===== src/rtl/alu_ctrl_if.sv =====
`default_nettype none
// ============================================================================
// Module   : alu_ctrl_if
// Purpose  : Decode-to-execute bundle carrying ALU class, instruction, flags
// Revision : 1.0
// ============================================================================
interface alu_ctrl_if;
    logic [1:0]  ALUOp;
    logic [31:0] instruction;
    logic        zero;
    logic        lt;
    logic        ltu;
    logic        branch_taken;
    logic [3:0]  ALUCtrl;

    modport master (
        output ALUOp, instruction, zero, lt, ltu,
        input  branch_taken, ALUCtrl
    );

    modport slave (
        input  ALUOp, instruction, zero, lt, ltu,
        output branch_taken, ALUCtrl
    );
endinterface
`default_nettype wire


===== src/rtl/alu_ctrl.sv =====
`default_nettype none
// ============================================================================
// Module   : alu_ctrl
// Purpose  : ALU operation decode and branch resolution, registered outputs
// Revision : 1.0
// ============================================================================
module alu_ctrl (
    input  wire          clk,
    input  wire          rst,
    alu_ctrl_if.slave    bus
);
    localparam logic [3:0] c_ADD    = 4'b0000;
    localparam logic [3:0] c_SUB    = 4'b0001;
    localparam logic [3:0] c_AND    = 4'b0010;
    localparam logic [3:0] c_OR     = 4'b0011;
    localparam logic [3:0] c_XOR    = 4'b0100;
    localparam logic [3:0] c_SLL    = 4'b0101;
    localparam logic [3:0] c_SRL    = 4'b0110;
    localparam logic [3:0] c_SRA    = 4'b0111;
    localparam logic [3:0] c_SLT    = 4'b1000;
    localparam logic [3:0] c_SLTU   = 4'b1001;
    localparam logic [3:0] c_MUL    = 4'b1010;
    localparam logic [3:0] c_MULH   = 4'b1011;
    localparam logic [3:0] c_MULHSU = 4'b1100;
    localparam logic [3:0] c_MULHU  = 4'b1101;

    localparam logic [6:0] c_F7_BASE = 7'b0000000;
    localparam logic [6:0] c_F7_ALT  = 7'b0100000;
    localparam logic [6:0] c_F7_MEXT = 7'b0000001;

    logic [2:0] w_funct3;
    logic [6:0] w_funct7;
    logic       w_is_rtype;
    logic       w_unused_bits;
    logic [3:0] ctrl_d,  ctrl_q;
    logic       taken_d, taken_q;

    assign w_funct3      = bus.instruction[14:12];
    assign w_funct7      = bus.instruction[31:25];
    assign w_is_rtype    = bus.instruction[5];
    assign w_unused_bits = ^{bus.instruction[24:15], bus.instruction[11:6],
                             bus.instruction[4:0]};

    always_comb begin
        ctrl_d  = c_ADD;
        taken_d = 1'b0;
        case (bus.ALUOp)
            2'b01: begin
                ctrl_d = c_SUB;
                case (w_funct3)
                    3'b000:  taken_d = bus.zero;
                    3'b001:  taken_d = ~bus.zero;
                    3'b100:  taken_d = bus.lt;
                    3'b101:  taken_d = ~bus.lt;
                    3'b110:  taken_d = bus.ltu;
                    3'b111:  taken_d = ~bus.ltu;
                    default: taken_d = 1'b0;
                endcase
            end
            2'b10: begin
                if (w_is_rtype) begin
                    case (w_funct7)
                        c_F7_BASE: begin
                            case (w_funct3)
                                3'b000:  ctrl_d = c_ADD;
                                3'b001:  ctrl_d = c_SLL;
                                3'b010:  ctrl_d = c_SLT;
                                3'b011:  ctrl_d = c_SLTU;
                                3'b100:  ctrl_d = c_XOR;
                                3'b101:  ctrl_d = c_SRL;
                                3'b110:  ctrl_d = c_OR;
                                default: ctrl_d = c_AND;
                            endcase
                        end
                        c_F7_ALT: begin
                            if (w_funct3 == 3'b000)      ctrl_d = c_SUB;
                            else if (w_funct3 == 3'b101) ctrl_d = c_SRA;
                        end
                        c_F7_MEXT: begin
                            // div/rem (funct3 1xx) have no ALU code and fall back to ADD
                            case (w_funct3)
                                3'b000:  ctrl_d = c_MUL;
                                3'b001:  ctrl_d = c_MULH;
                                3'b010:  ctrl_d = c_MULHSU;
                                3'b011:  ctrl_d = c_MULHU;
                                default: ctrl_d = c_ADD;
                            endcase
                        end
                        default: ctrl_d = c_ADD;
                    endcase
                end else begin
                    case (w_funct3)
                        3'b000: ctrl_d = c_ADD;
                        3'b001: ctrl_d = (w_funct7 == c_F7_BASE) ? c_SLL : c_ADD;
                        3'b010: ctrl_d = c_SLT;
                        3'b011: ctrl_d = c_SLTU;
                        3'b100: ctrl_d = c_XOR;
                        3'b101: begin
                            if (w_funct7 == c_F7_BASE)     ctrl_d = c_SRL;
                            else if (w_funct7 == c_F7_ALT) ctrl_d = c_SRA;
                        end
                        3'b110:  ctrl_d = c_OR;
                        default: ctrl_d = c_AND;
                    endcase
                end
            end
            default: begin
                ctrl_d  = c_ADD;
                taken_d = 1'b0;
            end
        endcase
    end

    always_ff @(posedge clk or posedge rst) begin
        if (rst) begin
            ctrl_q  <= c_ADD;
            taken_q <= 1'b0;
        end else begin
            ctrl_q  <= ctrl_d;
            taken_q <= taken_d;
        end
    end

    assign bus.ALUCtrl      = ctrl_q;
    assign bus.branch_taken = taken_q;
endmodule
`default_nettype wire


===== src/flat_wrapper.sv =====
// flat-port wrapper written by rule: the top's interface ports become plain ports
module alu_ctrl_flat 
  (clk, rst, bus_ALUOp, bus_instruction, bus_zero, bus_lt, bus_ltu, bus_branch_taken, bus_ALUCtrl);
  alu_ctrl_if bus_i ();
  input  wire clk;
  input  wire rst;
  input wire logic [$bits(bus_i.ALUOp)-1:0] bus_ALUOp;
  input wire logic [$bits(bus_i.instruction)-1:0] bus_instruction;
  input wire logic [$bits(bus_i.zero)-1:0] bus_zero;
  input wire logic [$bits(bus_i.lt)-1:0] bus_lt;
  input wire logic [$bits(bus_i.ltu)-1:0] bus_ltu;
  output wire logic [$bits(bus_i.branch_taken)-1:0] bus_branch_taken;
  output wire logic [$bits(bus_i.ALUCtrl)-1:0] bus_ALUCtrl;
  assign bus_i.ALUOp = bus_ALUOp;
  assign bus_i.instruction = bus_instruction;
  assign bus_i.zero = bus_zero;
  assign bus_i.lt = bus_lt;
  assign bus_i.ltu = bus_ltu;
  assign bus_branch_taken = bus_i.branch_taken;
  assign bus_ALUCtrl = bus_i.ALUCtrl;
  alu_ctrl u_core (.clk(clk), .rst(rst), .bus(bus_i));
endmodule

===== config.mk =====
export PLATFORM = sky130hd
export DESIGN_NAME = alu_ctrl_flat
export DESIGN_NICKNAME = d
export VERILOG_FILES = /design/src/rtl/alu_ctrl_if.sv /design/src/rtl/alu_ctrl.sv /design/src/flat_wrapper.sv
export SDC_FILE = /design/constraint.sdc
export NUM_CORES = 1
export LEC_CHECK = 0
export ABC_AREA = 1
export BUFFER_PORTS_ARGS = -buffer_cell sky130_fd_sc_hd__buf_2
export CAP_MARGIN = 20
export CORE_MARGIN = 2
export CORE_UTILIZATION = 39
export CTS_CLUSTER_DIAMETER = 40
export CTS_CLUSTER_SIZE = 16
export DETAILED_ROUTE_END_ITERATION = 12
export HOLD_SLACK_MARGIN = 0.06
export PLACE_DENSITY = 0.91
export SLEW_MARGIN = 0
export SYNTH_ARGS = -nofsm -noshare
export SYNTH_HDL_FRONTEND = slang
export SYNTH_SLANG_ARGS = --single-unit

===== constraint.sdc =====
create_clock -name clk -period 0.8 [get_ports clk]
set_input_delay 0.16 -clock clk [delete_from_list [all_inputs] [get_ports clk]]
set_output_delay 0.16 -clock clk [all_outputs]
set_load 0.01 [all_outputs]

## After elaboration in Yosys (flattened, before gate mapping)

Index checks and enable logic that the tools add are counted.

| storage, ports and cells | value |
|---|---|
| register bits | 5 |
| bits of input ports | 39 |
| output and inout port bits | 5 |
| word-level logic and storage cells | 31 |

| operators by class | value |
|---|---|
| eq/ne operators | 11 |
| muxes and demuxes | 13 |
| bitwise operators | 3 |
| reductions and logical operators | 2 |

Operators with widths:

| operator | count |
|---|---|
| 4-bit one-hot mux with 7 select lines | 2 |
| 4-bit one-hot mux with 4 select lines | 1 |
| 3-bit == test, second input constant | 4 |
| 4-bit two-way mux | 3 |
| 4-bit one-hot mux with 3 select lines | 1 |
| 3-bit two-way mux | 3 |
| 4-bit one-hot mux with 2 select lines | 1 |
| 7-bit by 1-bit == test with 1-bit output, second input constant | 1 |
| 7-bit by 6-bit == test with 1-bit output, second input constant | 1 |
| 7-bit zero test | 1 |
| 3-bit by 2-bit == test with 1-bit output, second input constant | 2 |
| 1-bit one-hot mux with 6 select lines | 1 |
| 3-bit by 1-bit == test with 1-bit output, second input constant | 1 |
| 3-bit zero test | 1 |
| 1-bit NOT | 3 |
| 2-bit by 1-bit == test with 1-bit output, second input constant | 1 |
| 2-bit == test, second input constant | 1 |
| 1-bit two-way mux | 1 |

## Depth between registers and ports, before layout

| depth | value |
|---|---|
| word-level depth | 6 |
| mapped depth | 10 |
| depth with buffers taken out | 10 |

## Worst setup path before layout

No wires, ideal clock.

| path | value |
|---|---|
| path type | input to register |
| from | in bus_instruction[29] |
| to | reg u_core.ctrl_q[0], in the netlist u_core.bus.ALUCtrl[0] |
| library setup time | 0.065 ns |
| arrival | 0.833 ns |
| required time | 0.735 ns |
| setup slack | -0.098 ns |
| stages | 9 |
| cell sequence | nor2_2 > nand2_1 > nor2_1 > nand2_1 > nand2_1 > nand2_1 > nand3_1 > nand2_1 > nand2_1 |

| between the ends | value |
|---|---|
| cells in the longest elaborated chain, start to end | 6 |
| elaborated cells on any way between the ends | 10 |
| classes of those cells | eq/ne: 2; mux: 7; reduce/logical: 1 |

Ends and longest elaborated chain:

| what | line | text |
|---|---|---|
| from (decl) | flat_wrapper.sv:8 | `input wire logic [$bits(bus_i.instruction)-1:0] bus_instruction;` |
| 7-bit by 6-bit == test with 1-bit output | alu_ctrl.sv:62, alu_ctrl.sv:100 |  |
| 3-bit two-way mux | alu_ctrl.sv:100 | `else if (w_funct7 == c_F7_ALT) ctrl_d = c_SRA;` |
| 4-bit two-way mux | alu_ctrl.sv:99 | `if (w_funct7 == c_F7_BASE) ctrl_d = c_SRL;` |
| 4-bit one-hot mux with 7 select lines | alu_ctrl.sv:92 | `case (w_funct3)` |
| 4-bit two-way mux (*) | alu_ctrl.sv:61 | `if (w_is_rtype) begin` |
| 4-bit one-hot mux with 2 select lines (*) | alu_ctrl.sv:47 | `case (bus.ALUOp)` |
| via u_core.ctrl_d[0] | alu_ctrl.sv:35 | `logic [3:0] ctrl_d, ctrl_q;` |
| to (signal assigned) | alu_ctrl.sv:119 | `ctrl_q <= ctrl_d;` |
| to (decl) | alu_ctrl.sv:35 |  |

Mark *: on every way through the listed nets, which the timed path passes. The rest lies on a longest branch.

## Final worst setup path

| path | value |
|---|---|
| from | reg u_core.ctrl_q[3], in the netlist u_core.bus.ALUCtrl[3] |
| to | out bus_ALUCtrl[3] |

RTL lines:

| what | line | text |
|---|---|---|
| to (decl) | flat_wrapper.sv:13 | `output wire logic [$bits(bus_i.ALUCtrl)-1:0] bus_ALUCtrl;` |

No word-level cell between the ends.

==> results.md <==
* Run status: finished, violations left
* Failing checks: setup timing
* Net count after synthesis at 130
* Reg clk slew, reported paths at about 0.04 ns
* Cells after Synth at 89
* # setup viols final at 8
* Mapped Area at slightly above 500 um2
* Initial Utilization at about two fifths
* Initial antenna violation count at 0
* Fmax at around 1.1 GHz
* Ys Warns at 0
* Post-synth top cells: nand2_1 (27), nor2_1 (14), inv_1 (12), nand3_1 (7), dfrtp_1 (5)
* Tmin final at around 0.9 ns
* I/O Pins at 44
* Placed Area at approximately 770 um2
* Routed len/inst at between 10 and 15 um
* Delay-heaviest family, CP: flip-flops
* Crit end category: primary output
* Post-Syn Area per Cell at about 6 um2
* Total global routing track utilization at 25.5%
* Critical setup path kind: register to primary output
* Pwr dens at around 930 nW/um2
* Critical path's slowest cell: dfrtp_1
* RD Place Congestion at 0.947
* Final wirelength at 1.79 mm
* Critical path launch point type: register
* Post-synthesis sequential area ratio at between 20% and 30%
* Port Buf Inserts at 22
* Largest stage delay, worst path at 0.37 ns
* Die width at ~40 um
* Post-detail-place hpwl at between 1 and 1.5 mm
* Rel. slew slack at 87.5%
* First-pass GRT wire length at between 2 and 3 mm
* Global route overflow at 0
* Max-Cap Viols at 0
* Die ar. at about 1600 um2
* Cells after DPL at about 140
* Largest net degree at the start of global routing at 9
* Core Util, Final at 77.5%
* Area contributors post-synth: dfrtp_1 (24%), nand2_1 (20%), nor2_1 (10%)
* Die Span Y at around 40 um
* Final TNS setup at -0.568 ns
* CTS tree: built
* Row count at 13
* Worst IR Drop VDD at around 0.42 mV
* Worst hold margin at slightly above 0.2 ns
* Layout Area Growth over Synthesis at 89.4%
* Fin cells at 145
* Final hold vios at 0
* P_leak at 0.521 nW
* Layout cell share with drive strength beyond 1 at 55.4%
* DRT Pass-1 Iters at 5
* Worst path bufs/invs at 1
* HP Class: input pin to register
* Top cell type's share of synthesized area at ~24%
* Clock Sinks at 5
* Post-synth top area cell: dfrtp_1
* Clk root buf: clkbuf_4
* Vias in the first global route at 702
* TritonCTS Buffers at 3
* Slew Viols, Final at 0
* Buffer depth of the longest clock path at 2
* Least-Margin Pin Slew at between 0.15 and 0.2 ns
* # H-tree levels at 1
* Via/cell ratio at a little over 5
* Remaining routing DRC violations at 0
* Ys flop type: dfrtp_1
* # diodes at 0
* Design area at a little under 1000 um2
* Total Power at ~920 uW
* Routed vias at 752
* Number of library cell types mapped by synthesis at 20
* Pre-CTS setup slack at -0.295 ns
* Most common cell in the netlist: nand2_1
* Core area at approximately 1300 um2
* Worst EP arrival at 0.74 ns
* Asr flop ratio synth at between 90% and 100%
* CP max FO at 1
* Worst setup margin at -0.0966 ns
* RSZ-0062 raised after global routing: true
* Number of synthesized register bits at 5
* Req. time, crit path at 0.64 ns
* Total Nets Final at between 150 and 200
* Initial drt markers at 13
* DRT antenna net count at 0
* Fraction of the cycle the final worst path needs at 112%
* Worst-path cell chain: buf_6
* Number of flops mapped to enable cells by yosys at 0
logic make-up after synthesis:
kind of cell	Yosys count	synth area share, %
adder cells (fa/ha/maj)	2	4.82
buffers and inverters	15	12.8
AND/OR/NAND/NOR	58	48.0
flip-flops	5	24.1
AO/OA/AOI/OAI	9	10.4
per-layer routing:
layer	GRT usage, %	part of all wire, %	vias to the layer above	routed length (um)
li1	-	-	366	-
met2	50.0	58	36	1040
met5	0	0	-	0
met3	3.33	5.8	7	104
met4	14.2	2.5	0	44
met1	24.8	34	343	603
layout make-up:
class	instances	area, um2
clock buffers	4	26.3
fillers	92	285
inverters	14	67.6
multi-input cells	69	444
flip-flops and latches	5	125
well taps	15	18.8
repair buffers	38	302
layout by cell type (no fill, tap or decap), drive strengths merged:
| cell | n |
|---|---|
| ha | 2 |
| nand3 | 7 |
| dlygate4sd3 | 1 |
| o21ai | 3 |
| or2 | 1 |
| nand2 | 28 |
| dfrtp | 5 |
| a21oi | 4 |
| o211ai | 1 |
| o31ai | 1 |
| and2 | 1 |
| clkbuf | 4 |
| nor3 | 2 |
| inv | 14 |
| nor2 | 17 |
| buf | 37 |
| nand4 | 2 |
report_power, final:
part           internal [mW]  switching, mW
Sequential             0.262        0.00214
Combinational          0.174          0.178
Clock                  0.189          0.113
repair_timing:
item                       in CTS  in global routing
buffers inserted                2                  1
setup endpoints to repair       9                 10
hold endpoints to repair        5                  0
gates resized for setup        12                 31
pin swaps                       5                 19
hold buffers                    1                  0
state kept, by name, summed over array words and instances, names as in the netlist:
register                 flops
u_core.bus.branch_taken      1
u_core.bus.ALUCtrl           4
final timing paths:
| kind | startpoint | to | slack, ns | cells past startpoint |
|---|---|---|---|---|
| worst max-delay path | u_core.bus.ALUCtrl[3] | bus_ALUCtrl[3] | -0.1 | 1 |
| worst min-delay path | bus_instruction[5] | u_core.bus.ALUCtrl[2] | 0.21 | 3 |
| min in group asynchronous | rst | u_core.bus.ALUCtrl[0] | 0.36 | 3 |
| max in group asynchronous | rst | u_core.bus.branch_taken | 0.28 | 3 |
Power figures use the tool's default switching activity.
